File: config.mk
export PLATFORM = sky130hd
export DESIGN_NAME = in_channel_feeder
export DESIGN_NICKNAME = d
export VERILOG_FILES = /design/src/rtl/in_channel_feeder.sv
export SDC_FILE = /design/constraint.sdc
export NUM_CORES = 1
export LEC_CHECK = 0
export BUFFER_PORTS_ARGS = -buffer_cell sky130_fd_sc_hd__clkbuf_2
export CAP_MARGIN = 5
export CORE_UTILIZATION = 55
export CTS_BUF_LIST = sky130_fd_sc_hd__clkbuf_2 sky130_fd_sc_hd__clkbuf_4 sky130_fd_sc_hd__clkbuf_8
export CTS_CLUSTER_DIAMETER = 30
export DETAILED_ROUTE_END_ITERATION = 7
export PLACE_DENSITY = 0.84
export SYNTH_ARGS = -nofsm -noshare
export SYNTH_HDL_FRONTEND = slang
export SYNTH_SLANG_ARGS = --single-unit
export TNS_END_PERCENT = 1
File: constraint.sdc
create_clock -name clock -period 2.4 [get_ports clock]
set_input_delay 0.24 -clock clock [delete_from_list [all_inputs] [get_ports clock]]
set_output_delay 0.24 -clock clock [all_outputs]
set_load 0.005 [all_outputs]
File: src/rtl/in_channel_feeder.sv
// Host-side feeder for the test machine's program input channel: a circular
// buffer filled over a valid/ready handshake and drained by the machine's in/inSize.
module in_channel_feeder #(
   parameter int MemoryElementWidth = 12,
   parameter int NIn                = 3
) (
   input  logic                          clock,
   input  logic                          reset,
   input  logic                          hostValid,
   input  logic [MemoryElementWidth-1:0] hostData,
   output logic                          hostReady,
   output logic [MemoryElementWidth-1:0] inSize,
   output logic [MemoryElementWidth-1:0] inData,
   input  logic                          inPop,
   output logic                          underflow,
   output logic [MemoryElementWidth-1:0] accepted
);

   localparam int PW = $clog2(NIn + 1);
   localparam int AW = (NIn > 1) ? $clog2(NIn) : 1;
   localparam logic [PW-1:0] LAST_IDX = PW'(NIn - 1);
   localparam logic [PW-1:0] FULL_CNT = PW'(NIn);

   logic [MemoryElementWidth-1:0] mem_q [NIn];

   logic [PW-1:0]                 wr_ptr_q, wr_ptr_d;
   logic [PW-1:0]                 rd_ptr_q, rd_ptr_d;
   logic [PW-1:0]                 count_q, count_d;
   logic                          underflow_q, underflow_d;
   logic [MemoryElementWidth-1:0] accepted_q, accepted_d;
   logic                          empty;
   logic                          push;
   logic                          pop;

   always_comb begin
      empty     = (count_q == '0);
      // readiness comes only from the registered count; a same-cycle pop never frees a slot
      hostReady = !reset && (count_q < FULL_CNT);
      push      = hostValid && hostReady;
      pop       = !reset && inPop && !empty;

      wr_ptr_d = wr_ptr_q;
      if (push) begin
         wr_ptr_d = (wr_ptr_q == LAST_IDX) ? '0 : wr_ptr_q + 1'b1;
      end

      rd_ptr_d = rd_ptr_q;
      if (pop) begin
         rd_ptr_d = (rd_ptr_q == LAST_IDX) ? '0 : rd_ptr_q + 1'b1;
      end

      count_d = count_q;
      case ({push, pop})
         2'b10:   count_d = count_q + 1'b1;
         2'b01:   count_d = count_q - 1'b1;
         default: count_d = count_q;
      endcase

      underflow_d = underflow_q | (inPop && empty);
      accepted_d  = push ? accepted_q + 1'b1 : accepted_q;
   end

   always_ff @(posedge clock) begin
      if (reset) begin
         wr_ptr_q    <= '0;
         rd_ptr_q    <= '0;
         count_q     <= '0;
         underflow_q <= 1'b0;
         accepted_q  <= '0;
      end else begin
         wr_ptr_q    <= wr_ptr_d;
         rd_ptr_q    <= rd_ptr_d;
         count_q     <= count_d;
         underflow_q <= underflow_d;
         accepted_q  <= accepted_d;
      end
   end

   // storage is deliberately left uncleared by reset
   always_ff @(posedge clock) begin
      if (push) begin
         mem_q[wr_ptr_q[AW-1:0]] <= hostData;
      end
   end

   always_comb begin
      inSize    = MemoryElementWidth'(count_q);
      inData    = empty ? '0 : mem_q[rd_ptr_q[AW-1:0]];
      underflow = underflow_q;
      accepted  = accepted_q;
   end

endmodule

==> out/metrics.yaml <==
outcome: "finished, final reports clean"
cp.buffers_inverters: 1
rows: 23
arrival_ns: 1.73
yosysWarnings: 0
core_um2: 4086
cp_slowest_stage_delay_ns: 0.77
clk_path_buf_depth: 2
finalHoldViolations: 0
antenna_found_initial: 0
num_vias: 1545
slowest_stage: "dfxtp_1"
finalSetupViolations: 0
cts_resized: 0
area_growth_pct: 16.91
min_path_type: "input port to register"
rsz0062_at_grt: "no"
drt-total-wl_um: 4234
synthTopCellsByArea: "edfxtp_1 (46%), dfxtp_1 (18%), nor2_1 (6.2%)"
dpl_cell_area_um2: 2597
synth-seq-cells: 57
fin_crit_sh_pct: 82.09
synth_top_area_share_pct: 45.52
postCtsSetupBuffers: 0
max_freq_mhz: 507.6
start_util_pct: 58.11
die-area_um2: 4585
worstPathMaxFanout: 12
ctsHoldBuffers: 0
port_buffers: 43
wl_per_cell_um: 13.97
synth_cell_types: 35
design_area_um2: 2776
dieHeight_um: 67.71
path_class: "register to output pin"
drtIter0Drc: 88
htreeDepth: 3
place_congestion: 0.7419
antenna_cells: 0
irDropWorstVdd_mv: 0.5242
cts_tree: "built"
dp_hpwl_um: 2698
grt_max_degree: 25
relSlewSlack_pct: 46.61
cts_num_sinks: 57
critPathCaptureType: "output pin"
overflow: 0
drv_slew: 0
ios: 54
critical_path_required_ns: 2.16
r2r_slack_ns: 0.57
drive_gt1_share_pct: 26.48
drc: 0
layout.nets: 267
syn_area_um2: 2375
numCtsBuffers: 9
gr-usage-all-layers_pct: 20.75
worst_setup_path_start_kind: "register"
tns_ns: 0
ys_seq_area_share_pct: 63.22
period_minus_slack_ns: 1.970
dp_slack_ns: 0.6144
fin_skew_ns: 0.004630
first_pass_iters: 4
ant_nets: 0
avgSynthCellArea_um2: 11.87
clock_latency_ns: 0.32
grt_first_pass_wirelength_um: 6417
cp_top_family: "flip-flops"
final_cell_mix: "clkbuf_2 (43), nor2_1 (39), edfxtp_1 (36), dfxtp_1 (21), a21oi_1 (19)"
worstMarginPinSlew_ns: 0.7998
synth_largest_area_cell: "edfxtp_1"
cp_common_cell: "nor2_1"
cap_violations: 0
setup_ws_ns: 0.4298
grt_pass1_vias: 1392
fillers: 299
power_density_nw_per_um2: 762.9
layout_commonest_cell: "clkbuf_2"
p_leak_nw: 1.104
crit_path_cell_trace: "mux2i_1 -> nor2_1 -> a21oi_1 -> nor2_1 -> clkbuf_2"
die_x_um: 67.71
synthCells: 200
clk_pin_slew_worst_paths_ns: 0.06
viasPerCell: 5.099
cts-root-buf: "clkbuf_8"
==> final timing paths <==
kind               startpoint     endpoint  depth (start not counted)
setup / recovery     register    inData[8]                          5
hold reg to reg   accepted[8]  accepted[8]                          1
setup reg to reg   count_q[1]   count_q[1]                          5
hold / removal    hostData[1]  mem_q[0][1]                          1
==> final cells by class <==
type                            instances  area [um2]  share of cell area (%)
Clock buffer                           10       131.4                   4.732
Timing Repair Buffer                   47       245.2                   8.833
Clock inverter                          5       47.55                   1.712
Tap cell                               50       62.56                   2.253
Multi-Input combinational cell        132       780.7                   28.12
Sequential cell                        57        1501                   54.08
Inverter                                2       7.507                  0.2704
==> routing by layer <==
metal  GRT usage, %  up-vias  share of wire [%]  wire length, um
met3          5.743       10                3.7              156
met1          24.50      702                 43             1834
li1               -      784                  -                -
met2          32.05       49                 50             2132
met4          15.43        0                2.6              111
met5              0        -                  0                0
==> registers in the layout (all words and copies together) (netlist names), named ones only <==
register / cells
mem_q: 36
accepted: 12
count_q: 2
rd_ptr_q: 2
wr_ptr_q: 2
underflow: 1
==> stage by stage <==
stage	cells	power [mW]	utilization (%)	hold WS [ns]
after floorplan	209	1.253	-	0.3389
after global placement	288	1.317	63.56	0.4428
after detailed placement	288	1.324	63.56	0.4466
after CTS	303	2.129	67.94	0.1096
after global routing	303	2.204	67.94	0.1057
final	303	2.118	67.94	0.1234
==> power by group <==
group	switching (mW)	leakage [nW]	internal, mW
Combinational	0.108	0.511	0.0885
Sequential	0.0328	0.499	1.07
Clock	0.340	0.0944	0.474
Total	0.481	1.10	1.64
==> Yosys cell counts <==
cell	n
nor2_1	39
edfxtp_1	36
dfxtp_1	21
a21oi_1	19
mux2i_1	12
buf_4	10
xor2_1	8
nand2_1	5
o21ai_0	5
clkbuf_1	4
nand4_1	4
nor2b_1	4
nand3_1	3
and2_1	2
and3_1	2
ha_1	2
inv_1	2
mux2_2	2
nor3_1	2
nor3b_1	2
or3_1	2
a21oi_2	1
and2_2	1
and4_1	1
and4bb_2	1
buf_1	1
buf_2	1
buf_6	1
clkbuf_8	1
conb_1	1
nand3_4	1
nand4b_1	1
o31ai_1	1
or4_1	1
xnor2_1	1
==> cells by family after synthesis <==
family	count (synthesis)	share of synthesized area, %
other cells	1	0.1579
fa+ha+maj	2	1.054
flops	57	63.22
buf+inv	20	5.531
simple gates	71	14.96
xor+xnor	9	3.319
mux	14	6.006
compound gates	26	5.743
==> worst register-to-register path: cells and delay by family (launching register included) <==
| kind | cells | cell delay (ns) |
|---|---|---|
| adder cells (fa/ha/maj) | 1 | 0.33 |
| flip-flops | 1 | 0.36 |
| AND/OR/NAND/NOR | 2 | 0.45 |
| AO/OA/AOI/OAI | 2 | 0.61 |
(Power assumes the default switching activity.)
